`config.mk`:
```
export PLATFORM = sky130hd
export DESIGN_NAME = gost_key_loader_flat
export DESIGN_NICKNAME = d
export VERILOG_FILES = /design/src/rtl/gost_pkg.sv /design/src/rtl/gost_key_loader_if.sv /design/src/rtl/gost_key_loader.sv /design/src/flat_wrapper.sv
export SDC_FILE = /design/constraint.sdc
export NUM_CORES = 1
export LEC_CHECK = 0
export BUFFER_PORTS_ARGS = -buffer_cell sky130_fd_sc_hd__buf_2
export CELL_PAD_IN_SITES_DETAIL_PLACEMENT = 1
export CELL_PAD_IN_SITES_GLOBAL_PLACEMENT = 1
export CORE_ASPECT_RATIO = 1.1
export CORE_MARGIN = 5
export CORE_UTILIZATION = 30
export DETAILED_ROUTE_END_ITERATION = 7
export PLACE_DENSITY_LB_ADDON = 0.1
export SYNTH_ARGS = -nofsm -noshare
export SYNTH_HDL_FRONTEND = slang
export SYNTH_SLANG_ARGS = --single-unit
```
`constraint.sdc`:
```
create_clock -name clk -period 1.5 [get_ports clk]
set_input_delay 0.225 -clock clk [delete_from_list [all_inputs] [get_ports clk]]
set_output_delay 0.225 -clock clk [all_outputs]
set_load 0.01 [all_outputs]
```
`src/rtl/gost_pkg.sv`:
```
`default_nettype none
// ============================================================================
// Module      : gost_pkg
// Description : Shared definitions for the GOST 28147-89 key path: key
//               geometry, the loader state encoding and the subkey index type.
//               Imported by the key loader and the key schedule.
// Revision    : 1.0 - initial release
// ============================================================================
package gost_pkg;

    localparam int GOST_WORD_W      = 32;
    localparam int GOST_NUM_SUBKEYS = 8;
    localparam int GOST_KEY_W       = GOST_WORD_W * GOST_NUM_SUBKEYS;

    // Loader state: filling the key register, or holding a complete key
    typedef enum logic [0:0] {
        ST_FILL = 1'b0,
        ST_HOLD = 1'b1
    } state_t;

    // Index of one subkey K1..K8 (0..7)
    typedef logic [2:0] subkey_idx_t;

endpackage : gost_pkg
`default_nettype wire

```
`src/rtl/gost_key_loader_if.sv`:
```
`default_nettype none
// ============================================================================
// Module      : gost_key_loader_if
// Description : Word stream (host -> loader) and key handshake
//               (loader -> key schedule) of the GOST key loader.
//               master : host / consumer side, slave : the loader itself.
// Revision    : 1.0 - initial release
// ============================================================================
interface gost_key_loader_if
    import gost_pkg::*;
#(
    parameter int WORD_W = GOST_WORD_W,
    parameter int KEY_W  = GOST_KEY_W
);

    logic [WORD_W-1:0] word_in;
    logic              word_valid;
    logic              word_last;
    logic              word_ready;
    logic [KEY_W-1:0]  key_out;
    logic              key_valid;
    logic              key_ack;
    logic              frame_err;

    modport master (
        output word_in, word_valid, word_last, key_ack,
        input  word_ready, key_out, key_valid, frame_err
    );

    modport slave (
        input  word_in, word_valid, word_last, key_ack,
        output word_ready, key_out, key_valid, frame_err
    );

endinterface : gost_key_loader_if
`default_nettype wire

```
`src/rtl/gost_key_loader.sv`:
```
`default_nettype none
// ============================================================================
// Module      : gost_key_loader
// Description : Assembles a 256-bit GOST key from eight 32-bit words received
//               over a valid/ready stream (K1 first, K1 lands in the MSBs) and
//               offers it to the key schedule with a valid/ack handshake.
//               Framing errors (early or missing word_last) pulse frame_err.
//               Optional macro GOST_KEY_ZEROIZE_EN: clear key_out on ack,
//               clr and framing error so key material never lingers.
// Revision    : 1.0 - initial release
// ============================================================================
module gost_key_loader
    import gost_pkg::*;
#(
    parameter int WORD_W    = GOST_WORD_W,
    parameter int NUM_WORDS = GOST_NUM_SUBKEYS
) (
    input  wire logic         clk,
    input  wire logic         rst_n,
    input  wire logic         clr,
    gost_key_loader_if.slave  bus
);

    localparam int KEY_W = WORD_W * NUM_WORDS;

    // Index of the final word; the counter is subkey-sized (up to 8 words)
    localparam subkey_idx_t c_last_idx = subkey_idx_t'(NUM_WORDS - 1);

`ifdef GOST_KEY_ZEROIZE_EN
    localparam bit c_zeroize = 1'b1;
`else
    localparam bit c_zeroize = 1'b0;
`endif

    state_t            r_state;
    state_t            w_state_nxt;
    subkey_idx_t       r_count;
    subkey_idx_t       w_count_nxt;
    logic [KEY_W-1:0]  r_key;
    logic              r_live;
    logic              r_frame_err;

    logic              w_accept;
    logic              w_write;
    logic              w_err;
    logic              w_clear_key;

    assign w_accept       = bus.word_valid & bus.word_ready;

    // word_ready stays low until the first edge after reset release
    assign bus.word_ready = r_live & (r_state == ST_FILL);
    assign bus.key_valid  = (r_state == ST_HOLD);
    assign bus.key_out    = r_key;
    assign bus.frame_err  = r_frame_err;

    // State register
    always_ff @(posedge clk or negedge rst_n) begin
        if (!rst_n) begin
            r_state <= ST_FILL;
        end else begin
            r_state <= w_state_nxt;
        end
    end

    // Next-state, word count and datapath control; clr overrides everything
    always_comb begin
        w_state_nxt = r_state;
        w_count_nxt = r_count;
        w_write     = 1'b0;
        w_err       = 1'b0;
        w_clear_key = 1'b0;

        if (clr) begin
            w_state_nxt = ST_FILL;
            w_count_nxt = '0;
            w_clear_key = 1'b1;
        end else begin
            case (r_state)
                ST_FILL: begin
                    if (w_accept) begin
                        w_write = 1'b1;
                        if (r_count == c_last_idx) begin
                            // Final word must carry word_last to complete the key
                            w_count_nxt = '0;
                            if (bus.word_last) begin
                                w_state_nxt = ST_HOLD;
                            end else begin
                                w_err       = 1'b1;
                                w_clear_key = 1'b1;
                            end
                        end else if (bus.word_last) begin
                            // Early word_last: discard the partial key
                            w_count_nxt = '0;
                            w_err       = 1'b1;
                            w_clear_key = 1'b1;
                        end else begin
                            w_count_nxt = r_count + 3'd1;
                        end
                    end
                end
                ST_HOLD: begin
                    if (bus.key_ack) begin
                        w_state_nxt = ST_FILL;
                        w_count_nxt = '0;
                        w_clear_key = 1'b1;
                    end
                end
                default: begin
                    w_state_nxt = ST_FILL;
                    w_count_nxt = '0;
                end
            endcase
        end
    end

    // Word counter, ready enable and framing-error pulse
    always_ff @(posedge clk or negedge rst_n) begin
        if (!rst_n) begin
            r_count     <= '0;
            r_live      <= 1'b0;
            r_frame_err <= 1'b0;
        end else begin
            r_count     <= w_count_nxt;
            r_live      <= 1'b1;
            r_frame_err <= w_err;
        end
    end

    // Key register: indexed word write, optional clear when the key is retired
    always_ff @(posedge clk or negedge rst_n) begin
        if (!rst_n) begin
            r_key <= '0;
        end else if (c_zeroize && w_clear_key) begin
            r_key <= '0;
        end else if (w_write) begin
            for (int i = 0; i < NUM_WORDS; i++) begin
                if (r_count == subkey_idx_t'(i)) begin
                    r_key[KEY_W-1-i*WORD_W -: WORD_W] <= bus.word_in;
                end
            end
        end
    end

endmodule : gost_key_loader
`default_nettype wire

```
`src/flat_wrapper.sv`:
```
// flat-port wrapper written by rule: the top's interface ports become plain ports
module gost_key_loader_flat import gost_pkg::*;
#(
    parameter int WORD_W    = GOST_WORD_W,
    parameter int NUM_WORDS = GOST_NUM_SUBKEYS
)
  (clk, rst_n, clr, bus_word_in, bus_word_valid, bus_word_last, bus_key_ack, bus_word_ready, bus_key_out, bus_key_valid, bus_frame_err);
  gost_key_loader_if #(.WORD_W(WORD_W)) bus_i ();
  input  wire logic clk;
  input  wire logic rst_n;
  input  wire logic clr;
  input wire logic [$bits(bus_i.word_in)-1:0] bus_word_in;
  input wire logic [$bits(bus_i.word_valid)-1:0] bus_word_valid;
  input wire logic [$bits(bus_i.word_last)-1:0] bus_word_last;
  input wire logic [$bits(bus_i.key_ack)-1:0] bus_key_ack;
  output wire logic [$bits(bus_i.word_ready)-1:0] bus_word_ready;
  output wire logic [$bits(bus_i.key_out)-1:0] bus_key_out;
  output wire logic [$bits(bus_i.key_valid)-1:0] bus_key_valid;
  output wire logic [$bits(bus_i.frame_err)-1:0] bus_frame_err;
  assign bus_i.word_in = bus_word_in;
  assign bus_i.word_valid = bus_word_valid;
  assign bus_i.word_last = bus_word_last;
  assign bus_i.key_ack = bus_key_ack;
  assign bus_word_ready = bus_i.word_ready;
  assign bus_key_out = bus_i.key_out;
  assign bus_key_valid = bus_i.key_valid;
  assign bus_frame_err = bus_i.frame_err;
  gost_key_loader #(.WORD_W(WORD_W), .NUM_WORDS(NUM_WORDS)) u_core (.clk(clk), .rst_n(rst_n), .clr(clr), .bus(bus_i));
endmodule
```
### Word-level counts from Yosys, hierarchy flattened

Index checks and enable logic that the tools add are counted.

| word-level totals | value |
|---|---|
| flip-flop bits (word level) | 262 |
| bits of input ports | 38 |
| output and inout bits | 259 |
| logic and storage cells | 55 |

| operators by class | value |
|---|---|
| add/subtract/negate cells | 1 |
| eq/ne operators | 9 |
| muxes and demuxes | 20 |
| bitwise operators | 3 |
| reductions and logical operators | 10 |

Operators by type and width:

| kind | number |
|---|---|
| 2-bit AND reduction | 9 |
| 3-bit two-way mux | 5 |
| 1-bit two-way mux | 13 |
| 3-bit equality test, second input constant | 4 |
| 3-bit by 2-bit equality test with 1-bit output, second input constant | 2 |
| 3-bit case mux with 2 select lines | 1 |
| 3-bit by 1-bit adder with 3-bit output, second input constant | 1 |
| 3-bit by 1-bit equality test with 1-bit output, second input constant | 1 |
| 3-bit logical NOT | 1 |
| 3-bit by 2-bit != test with 1-bit output, second input constant | 1 |
| 3-bit != test, second input constant | 1 |
| 1-bit bitwise AND | 2 |
| 1-bit case mux with 2 select lines | 1 |
| 1-bit inverter | 1 |

### Longest topological paths before layout

Gate-level depths: netlist of run 1.

| depth | value |
|---|---|
| depth after elaboration | 7 |
| mapped depth | 6 |
| gate-level depth less buffers | 5 |

### Least setup slack after synthesis of run 1

OpenSTA, ideal clock, no wires.

| timing path | value |
|---|---|
| path kind | register to register |
| from | register u_core.r_state (netlist: u_core.bus.key_valid) |
| to | register u_core.r_key[32] (netlist: u_core.bus.key_out[32]) |
| setup time | 125 ps |
| arrival | 1583 ps |
| required time | 1375 ps |
| setup slack | -208 ps |
| cell stages (with the launch flop) | 6 |
| buffers on the path | 2 |
| clock period less this slack | 1708 ps |
| cells stage by stage | dfrtp_1 and4bb_4 and3_1 buf_2 buf_6 mux2_4 |

| on the way | value |
|---|---|
| longest elaborated chain between the ends | 7 |

RTL lines:

| what | RTL line | text |
|---|---|---|
| start, declared | gost_key_loader.sv:35 | `state_t r_state;` |
| start signal, assigned | gost_key_loader.sv:61 | `r_state <= w_state_nxt;` |
| 1-bit inverter | gost_key_loader.sv:51 | `assign bus.word_ready = r_live & (r_state == ST_FILL);` |
| 1-bit bitwise AND | gost_key_loader.sv:51 |  |
| 1-bit bitwise AND | gost_key_loader.sv:48 | `assign w_accept = bus.word_valid & bus.word_ready;` |
| 1-bit two-way mux | gost_key_loader.sv:80 | `if (w_accept) begin` |
| 1-bit two-way mux (*) | gost_key_loader.sv:78 | `case (r_state)` |
| 1-bit two-way mux (*) | gost_key_loader.sv:73 | `if (clr) begin` |
| 2-bit AND reduction (no line) (*) | n/a |  |
| end signal, assigned by index | gost_key_loader.sv:138 | `r_key[KEY_W-1-i*WORD_W -: WORD_W] <= bus.word_in;` |
| end, declared | gost_key_loader.sv:39 | `logic [KEY_W-1:0] r_key;` |

Mark *: on every way between the ends. The rest lies on a longest branch, timed or not.
A chain may end at the register's enable or synchronous reset.

### Worst setup path after layout of run 1

| timing path | value |
|---|---|
| from | register u_core.r_state (netlist: u_core.bus.key_valid) |
| to | register u_core.r_key[141] (netlist: u_core.bus.key_out[141]) |

The elaborated chain is that of the path after synthesis.

==> impl_metrics.toml, run 1 <==
[run_status]
status = "complete, but fails checks"
violations = "negative setup slack"

[sta]
finalCriticalPeriod_ps = 1700
fin_crit_sh = 1.14
setup_ws_ps = -204
fin_skew_ps = 9.17
rsz0062_at_grt = "yes"
slew_violations = 0
final-setup-viol-count = 261
fmax_mhz = 587
finalHoldViolCount = 0

[power]
p_per_area_nw_per_um2 = 1140
ir_worst_vdd_v = 0.000789
power_leakage_nw = 7.87

[yosys]
yosysTopAreaCell = "dfrtp_1"
synth_cell_types = 26
synth_compound_area_frac = 0.000988
synthSimpleGateAreaFrac = 0.0157
synthAdderAreaFrac = 0.00865
synth_area_um2 = 10100
synth_seq_cells = 262
synth_top_family_by_area = "multiplexers"
avgSynthCellArea_um2 = 17.3
synth.area.mux_share = 0.309
yosysWarningCount = 0
synthTopCellsByArea = "dfrtp_1 (65%), mux2_2 (20%), mux2_4 (8.9%)"
seq_area_frac_synth = 0.647
yosys.area.top_type_share = 0.647
syn_inst = 585
synth_xor_area_frac = 0
synth_nets = 630

[floorplanning]
initial_core_util = 0.304
ioPinCount = 297
die_h_um = 203
die_w_um = 185
die_area_um2 = 37500
core_area_um2 = 33300
row_count = 70

[detailed_routing]
wire_per_inst_um = 24.2
vias = 6529
routed_wl_um = 34100
drt_first_pass_iters = 4
antenna_left = 0
drc = 0
drtIter0Drc = 237
via_per_inst = 4.63

[placement]
placed_area_um2 = 12600
portBuffers = 296
dpl.cell_count = 1323
hpwlAfterDp_um = 21900
gp_congestion = 0.764

[cells_and_area]
nets = 1000
stdcell_area_um2 = 14500
fillerInstances = 3363
areaGrowthSynthToFinish_pct = 43.4
diodes = 0
drive_gt1_frac = 0.694
final_cells = 1410

[global_routing]
grt_use_total = 0.169
antenna_found_initial = 0
grt_pass1_wl_um = 48600
grt_max_degree = 59
grt_overflow = 0
grt_pass1_vias = 7287

[cts]
numCtsBuffers = 30
clkTransAtPathRegs_ps = 60
cts_tree = "yes"
cts.sinks = 262
clkLatencyLatePin_ps = 540
cts_buffer_depth = 3
htreeDepth = 1
cts_root_buf = "clkbuf_16"

[setup_path]
rrSetupSlack_ps = -200
worst_setup_path_end_kind = "register"
path_class = "reg -> reg"
cp_data_arrival_time_ps = 2120
cp_data_required_time_ps = 1920
crit_fanout = 10
worstSetupStartpointType = "register"

[min_path]
hold_class = "in -> reg"

[job]
max_cap_violations = 0
stage by stage:
stage               setup WS [ps]  power [mW]  hold slack (ps)   util  setup TNS [ps]
floorplan                    -143        8.31            -70.6      -          -17640
global placement             -186        9.15              119  0.379          -32540
detailed placement           -225        9.21              125  0.379          -40210
CTS                          -223        16.7            0.234  0.425          -35720
global route                 -264        17.3             13.4  0.436          -47190
finish                       -204        16.5             31.5  0.436          -33360
registers in the layout (all words and copies together), names as in the netlist:
register,count
u_core.bus.key_out,256
u_core.bus.frame_err,1
u_core.r_count,3
u_core.r_live,1
u_core.bus.key_valid,1
logic make-up after synthesis:
logic type	Yosys count
AO/OA/AOI/OAI	2
adder cells (fa/ha/maj)	7
buffers and inverters	30
flip-flops	262
multiplexers	258
other	1
AND/OR/NAND/NOR	25
cell usage after synthesis:
library cell	n
nor2b_1	1
dfrtp_1	262
nand2_1	5
nor4_1	1
a21oi_1	2
mux2_1	15
conb_1	1
buf_6	6
nand3_1	4
clkbuf_2	1
mux2i_1	2
ha_1	7
nor2_1	1
mux2_4	60
buf_2	20
inv_1	3
or4_1	1
nand2b_1	4
mux2_2	181
nand3b_1	1
and4bb_4	1
and3_1	2
and3b_1	1
nor3b_1	1
nand4b_1	1
and4b_1	1
repair_timing:
| item | CTS | global route |
|---|---|---|
| gates resized for setup | 34 | 54 |
| endpoints found under the hold margin | 265 | 0 |
| hold buffers | 6 | 0 |
| setup endpoints to repair | 262 | 261 |
| cloned | 7 | 8 |
| buffers inserted | 9 | 5 |
| pin swaps | 6 | 4 |
layer usage:
metal  part of all wire  up-vias  GRT usage
li1                   -     2820          -
met1               0.42     3465      0.215
met2               0.50      210      0.286
met3              0.069       34     0.0487
met4              0.017        0     0.0383
met5                  0        -          0
worst paths after layout:
kind                                         startpoint                 endpoint  cells past startpoint
worst max-delay path               u_core.bus.key_valid  u_core.bus.key_out[141]                      6
worst min-delay path                    bus_word_in[22]  u_core.bus.key_out[214]                      2
worst max register to register     u_core.bus.key_valid  u_core.bus.key_out[141]                      6
worst min register to register  u_core.bus.key_out[141]  u_core.bus.key_out[141]                      1
max in group asynchronous                         rst_n     u_core.bus.key_valid                      3
min in group asynchronous                         rst_n  u_core.bus.key_out[246]                      2
cell type report:
class | instances | area [um^2] | area share
well taps | 432 | 541 | 0.0372
multi-input cells | 293 | 3760 | 0.259
clock inverters | 5 | 78.8 | 0.00543
flip-flops and latches | 262 | 6560 | 0.452
repair buffers | 365 | 2630 | 0.181
clock buffers | 50 | 937 | 0.0645
inverters | 3 | 11.3 | 0.000776
layout by cell type (no fill, tap or decap), types with 2 or more instances in the layout:
master / Yosys / layout
and3_4: 0 / 2
buf_12: 0 / 26
buf_16: 0 / 7
buf_2: 20 / 295
buf_4: 0 / 16
buf_6: 6 / 7
buf_8: 0 / 2
bufinv_16: 0 / 2
clkbuf_1: 0 / 10
clkbuf_16: 0 / 37
clkbuf_8: 0 / 9
clkinv_2: 0 / 2
dfrtp_1: 262 / 258
dfrtp_2: 0 / 4
dlygate4sd3_1: 0 / 6
ha_2: 0 / 2
ha_4: 0 / 5
inv_2: 0 / 2
mux2_1: 15 / 9
mux2_2: 181 / 137
mux2_4: 60 / 110
mux2i_1: 2 / 2
nand2_1: 5 / 3
nand2b_1: 4 / 4
nand3_4: 0 / 3
critical path, stage by stage (launching register included):
cell and delay [ps]:
dfrtp_2 390, and4bb_4 360, buf_4 150, nand2_4 80, buf_12 140, buf_16 150
mux2_1 310
where the power goes:
| group | switching, mW | leakage (nW) | total, mW | internal [mW] |
|---|---|---|---|---|
| sequential | 0.211 | 3.55 | 7.66 | 7.45 |
| clock | 2.82 | 0.499 | 7.38 | 4.56 |
| combinational | 0.798 | 3.81 | 1.49 | 0.690 |
No activity file was read; power rests on OpenSTA's default activity.
==> run 2, diff against run 1 <==
--- a/config.mk
+++ b/config.mk
@@ -12,6 +12,7 @@
 export CORE_MARGIN = 5
 export CORE_UTILIZATION = 30
 export DETAILED_ROUTE_END_ITERATION = 7
+export MAX_ROUTING_LAYER = met4
 export PLACE_DENSITY_LB_ADDON = 0.1
 export SYNTH_ARGS = -nofsm -noshare
 export SYNTH_HDL_FRONTEND = slang
==> run 2 against run 1 <==
  * The flow still finishes with violations (negative setup slack)
  * Register-to-register slack barely moved
  * Maximum frequency decreased by 0.23%
  * Clock power about the same
  * Sequential power is essentially flat
  * Non-clock buffer count did not move
  * Core utilization unchanged
  * Via count down 0.52%
  * Critical path depth unchanged
  * Critical path type unchanged
  * Critical endpoint unchanged
==> impl_metrics.toml, run 2 (synthesis results as in run 1) <==
[sta]
fin_crit_sh = 1.14
fmax_mhz = 585
finalHoldViolCount = 0
setup_ws_ps = -208
slew_violations = 0
finalCriticalPeriod_ps = 1710
fin_setup_tns_ps = -33840
hold_slack_ps = 30.4
final-setup-viol-count = 261
rsz0062_at_grt = "yes"
fin_skew_ps = 9.57

[run_status]
status = "complete, but fails checks"
violations = "negative setup slack"

[floorplanning]
initial_core_util = 0.304
die_area_um2 = 37500
core_area_um2 = 33300
row_count = 70
die_h_um = 203
ioPinCount = 297
die_w_um = 185

[setup_path]
cp_slowest_stage_delay_ps = 390
crit_family = "buffers and inverters"
path_depth = 6
cp_data_required_time_ps = 1920
worst_setup_path_end_kind = "register"
reg2reg_depth = 6
crit_fanout = 10
crit_chain = "and4bb_4 > buf_4 > nand2_4 > buf_12 > buf_16 > mux2_1"
crit_buf_inv = 3
worstSetupStartpointType = "register"
cpMaxStageDelayCell = "dfrtp_2"
path_class = "reg -> reg"
cp_data_arrival_time_ps = 2130

[cts]
cts_tree = "yes"
cts_buffer_depth = 3
numCtsBuffers = 30
htreeDepth = 1
cts.sinks = 262
cts_root_buf = "clkbuf_16"
clkTransAtPathRegs_ps = 60
clkLatencyLatePin_ps = 540

[cells_and_area]
fillerInstances = 3363
largest_reg_flops = 256
diodes = 0
drive_gt1_frac = 0.694
final_cells = 1410
nets = 1000
areaGrowthSynthToFinish_pct = 43.4
final_cell_mix = "buf_2 (295), dfrtp_1 (258), mux2_2 (137)"
final_common_cell = "buf_2"

[placement]
portBuffers = 296
gp_congestion = 0.777
dpl.cell_count = 1323
hpwlAfterDp_um = 21900
dp_slack_ps = -225

[power]
total_power_mw = 16.5
ir_worst_vdd_v = 0.000789
power_leakage_nw = 7.87
p_per_area_nw_per_um2 = 1140

[detailed_routing]
via_per_inst = 4.61
drtIter0Drc = 228
routed_wl_um = 34100
drt_first_pass_iters = 4
antenna_left = 0
drc = 0
wire_per_inst_um = 24.2
vias = 6495

[min_path]
hold_class = "in -> reg"
hold_depth = 2

[global_routing]
grt_pass1_wl_um = 48400
grt_use_total = 0.174
antenna_found_initial = 0
grt_pass1_vias = 7333
grt_overflow = 0
grt_max_degree = 59

[job]
max_cap_violations = 0
[run 2: report_power, final]
| group | switching, mW | internal, mW |
|---|---|---|
| logic | 0.800 | 0.690 |
| clock network | 2.83 | 4.56 |
| registers | 0.211 | 7.45 |
| total | 3.84 | 12.7 |
[run 2: worst register-to-register path, delay by kind of cell, from the launching register on]
| kind | cells | cell delay (ps) |
|---|---|---|
| buffers and inverters | 3 | 440 |
| and+or+nand+nor | 2 | 440 |
| DFF | 1 | 390 |
| muxes | 1 | 310 |
[run 2: path summary, 6_finish.rpt]
path	startpoint	to	slack, ps
min in group asynchronous	rst_n	u_core.bus.key_out[246]	160
max	u_core.bus.key_valid	u_core.bus.key_out[141]	-210
max reg2reg	u_core.bus.key_valid	u_core.bus.key_out[141]	-210
min	bus_word_in[22]	u_core.bus.key_out[214]	30
min reg2reg	u_core.bus.key_out[141]	u_core.bus.key_out[141]	490
max in group asynchronous	rst_n	u_core.bus.key_valid	690
[run 2: area by class of cell]
cell class	instances	area (um^2)	share of cell area
Timing Repair Buffer	365	2630	0.181
Inverter	3	11.3	0.000776
Clock buffer	50	937	0.0645
Multi-Input combinational cell	293	3760	0.259
Clock inverter	5	78.8	0.00543
Sequential cell	262	6560	0.452
Tap cell	432	541	0.0372
[run 2: repair_timing]
item / CTS / global route
setup endpoints to repair: 262 / 261
cloned: 7 / 8
pin swaps: 6 / 4
gates resized for setup: 34 / 54
buffers inserted: 9 / 5
hold buffers: 6 / 0
endpoints found under the hold margin: 265 / 0
[run 2: through the flow]
step | cell area [um^2] | utilization
global route | 14500 | 0.436
CTS | 14100 | 0.425
detailed placement | 12600 | 0.379
floorplan | 10400 | -
finish | 14500 | 0.436
global placement | 12600 | 0.379
[run 2: metal layers]
metal | part of all wire | GRT usage | vias up
li1 | - | - | 2825
met1 | 0.42 | 0.215 | 3433
met2 | 0.50 | 0.287 | 202
met3 | 0.066 | 0.0471 | 35
met4 | 0.017 | 0.0383 | 0
met5 | 0 | - | -
==> run 3, diff against run 2 <==
--- a/config.mk
+++ b/config.mk
@@ -8,11 +8,10 @@
 export BUFFER_PORTS_ARGS = -buffer_cell sky130_fd_sc_hd__buf_2
 export CELL_PAD_IN_SITES_DETAIL_PLACEMENT = 1
 export CELL_PAD_IN_SITES_GLOBAL_PLACEMENT = 1
-export CORE_ASPECT_RATIO = 1.1
+export CORE_ASPECT_RATIO = 0.6
 export CORE_MARGIN = 5
 export CORE_UTILIZATION = 30
 export DETAILED_ROUTE_END_ITERATION = 7
-export MAX_ROUTING_LAYER = met4
 export PLACE_DENSITY_LB_ADDON = 0.1
 export SYNTH_ARGS = -nofsm -noshare
 export SYNTH_HDL_FRONTEND = slang
==> run 3 against run 2 <==
  * First-iteration DRC count up 28%
  * Critical endpoint is now u_core.bus.key_out[56]
  * The run still ends with negative setup slack left
  * Die area up 0.31%
  * Cell count up 1.3%
  * Core utilization down 0.095 points
  * Flip-flop and latch count unchanged
==> impl_metrics.toml, run 3 (synthesis results as in run 1) <==
[floorplanning]
core_area_um2 = 33500
die_h_um = 152
row_count = 52
die_area_um2 = 37700
ioPinCount = 297
initial_core_util = 0.302
die_w_um = 247

[cts]
cts_buffer_depth = 3
cts_root_buf = "clkbuf_16"
cts.sinks = 262
cts_tree = "yes"
numCtsBuffers = 27
clkLatencyLatePin_ps = 550
clkTransAtPathRegs_ps = 70
htreeDepth = 1

[sta]
fin_crit_sh = 1.15
slew_violations = 0
fin_setup_tns_ps = -37140
fin_skew_ps = 12.4
finalCriticalPeriod_ps = 1720
finalHoldViolCount = 0
setup_ws_ps = -220
fmax_mhz = 581
rsz0062_at_grt = "yes"
final-setup-viol-count = 261

[setup_path]
path_class = "reg -> reg"
startpoint = "u_core.bus.key_valid"
cpMaxStageDelayCell = "dfrtp_2"
worstSetupStartpointType = "register"
cp_data_arrival_time_ps = 2150
crit_fanout = 7
crit_chain = "and4bb_4 > and3_4 > clkbuf_16 > mux2_4"
cp_data_required_time_ps = 1930
r2r-start = "u_core.bus.key_valid"
reg2reg_depth = 4
cp_slowest_stage_delay_ps = 400
rrSetupSlack_ps = -220
path_depth = 4
cp-endpoint = "u_core.bus.key_out[56]"
worst_r2r_endpoint = "u_core.bus.key_out[56]"
crit_family = "simple AND/OR/NAND/NOR gates"
crit_buf_inv = 1
worst_setup_path_end_kind = "register"

[detailed_routing]
wire_per_inst_um = 24.9
drt_first_pass_iters = 4
wl_met1_um = 16200
vias = 6544
dr_wl_met3_um = 1780
via_per_inst = 4.58
dr.max_layer_used = "met4"
antenna_left = 0
routed_wl_um = 35700
dr_wl_met2_um = 17100
drc = 0
drtIter0Drc = 291

[cells_and_area]
multi_input_area_um2 = 3930
diodes = 0
final_cell_mix = "buf_2 (295), dfrtp_1 (258), mux2_4 (151)"
register_area_um2 = 6560
drive_gt1_frac = 0.697
areaGrowthSynthToFinish_pct = 44.0
fillerInstances = 3377
post-route-util = 0.435
nets = 998
final_common_cell = "buf_2"
stdcell_area_um2 = 14600
largest_reg_flops = 256

[placement]
dp_slack_ps = -229
portBuffers = 296
placed_area_um2 = 12700
gp_congestion = 0.766
hpwlAfterDp_um = 23300

[power]
power_leakage_nw = 7.96
p_per_area_nw_per_um2 = 1110
ir_worst_vdd_v = 0.000683

[global_routing]
grt_max_degree = 46
grt_pass1_vias = 7458
antenna_found_initial = 0
grt_use_total = 0.182
grt_overflow = 0
grt_pass1_wl_um = 52100

[run_status]
violations = "negative setup slack"
status = "complete, but fails checks"

[min_path]
min-delay-start = "bus_word_in[27]"
hold_class = "in -> reg"

[job]
max_cap_violations = 0
## run 3: changes by cell type in the layout (fill, tap and decap cells not counted), moves of 2 or more
cell / change
buf_12: +5
buf_16: -2
buf_4: +2
buf_6: -4
bufinv_16: +2
clkbuf_16: -6
clkbuf_8: -6
mux2_1: -4
mux2_2: -37
mux2_4: +41
## run 3: where the power goes
part | switching, mW | internal, mW
sequential | 0.210 | 7.45
clock | 2.79 | 4.14
combinational | 0.850 | 0.796
## run 3: repair_timing
item,4_1_cts,5_1_grt
pin swaps,4,5
endpoints found under the hold margin,230,0
setup buffers,18,4
resized for setup,97,36
gates cloned,10,4
hold buffers,7,0
endpoints found under the setup margin,262,263
## run 3: layout make-up
type / count / share of cell area
Tap cell: 459 / 0.0394
Inverter: 3 / 0.000944
Sequential cell: 262 / 0.450
Timing Repair Buffer: 366 / 0.180
Clock inverter: 7 / 0.00952
Multi-Input combinational cell: 293 / 0.269
Clock buffer: 39 / 0.0515
## run 3: routing by layer
metal / up-vias / global-route usage
met5: - / 0
met4: 0 / 0.0312
met3: 40 / 0.0440
met2: 137 / 0.304
met1: 3557 / 0.247
li1: 2810 / -
## run 3: worst min path at each step
stage / depth (start not counted) / slack [ps] / to
global route: 2 / 10 / u_core.bus.key_out[91]
floorplan: 0 / -70 / u_core.bus.frame_err
detailed placement: 1 / 190 / u_core.bus.key_out[233]
CTS: 2 / 3 / u_core.bus.key_out[59]
global placement: 1 / 180 / u_core.bus.key_out[230]
finish: 2 / 40 / u_core.bus.key_out[59]
## run 3: through the flow
| step | hold WS, ps | total power, mW | instances |
|---|---|---|---|
| floorplan | -70.6 | 8.31 | 585 |
| global placement | 178 | 9.19 | 1351 |
| detailed placement | 185 | 9.25 | 1351 |
| CTS | 2.63 | 16.5 | 1431 |
| global route | 12.9 | 16.9 | 1429 |
| finish | 40.3 | 16.2 | 1429 |
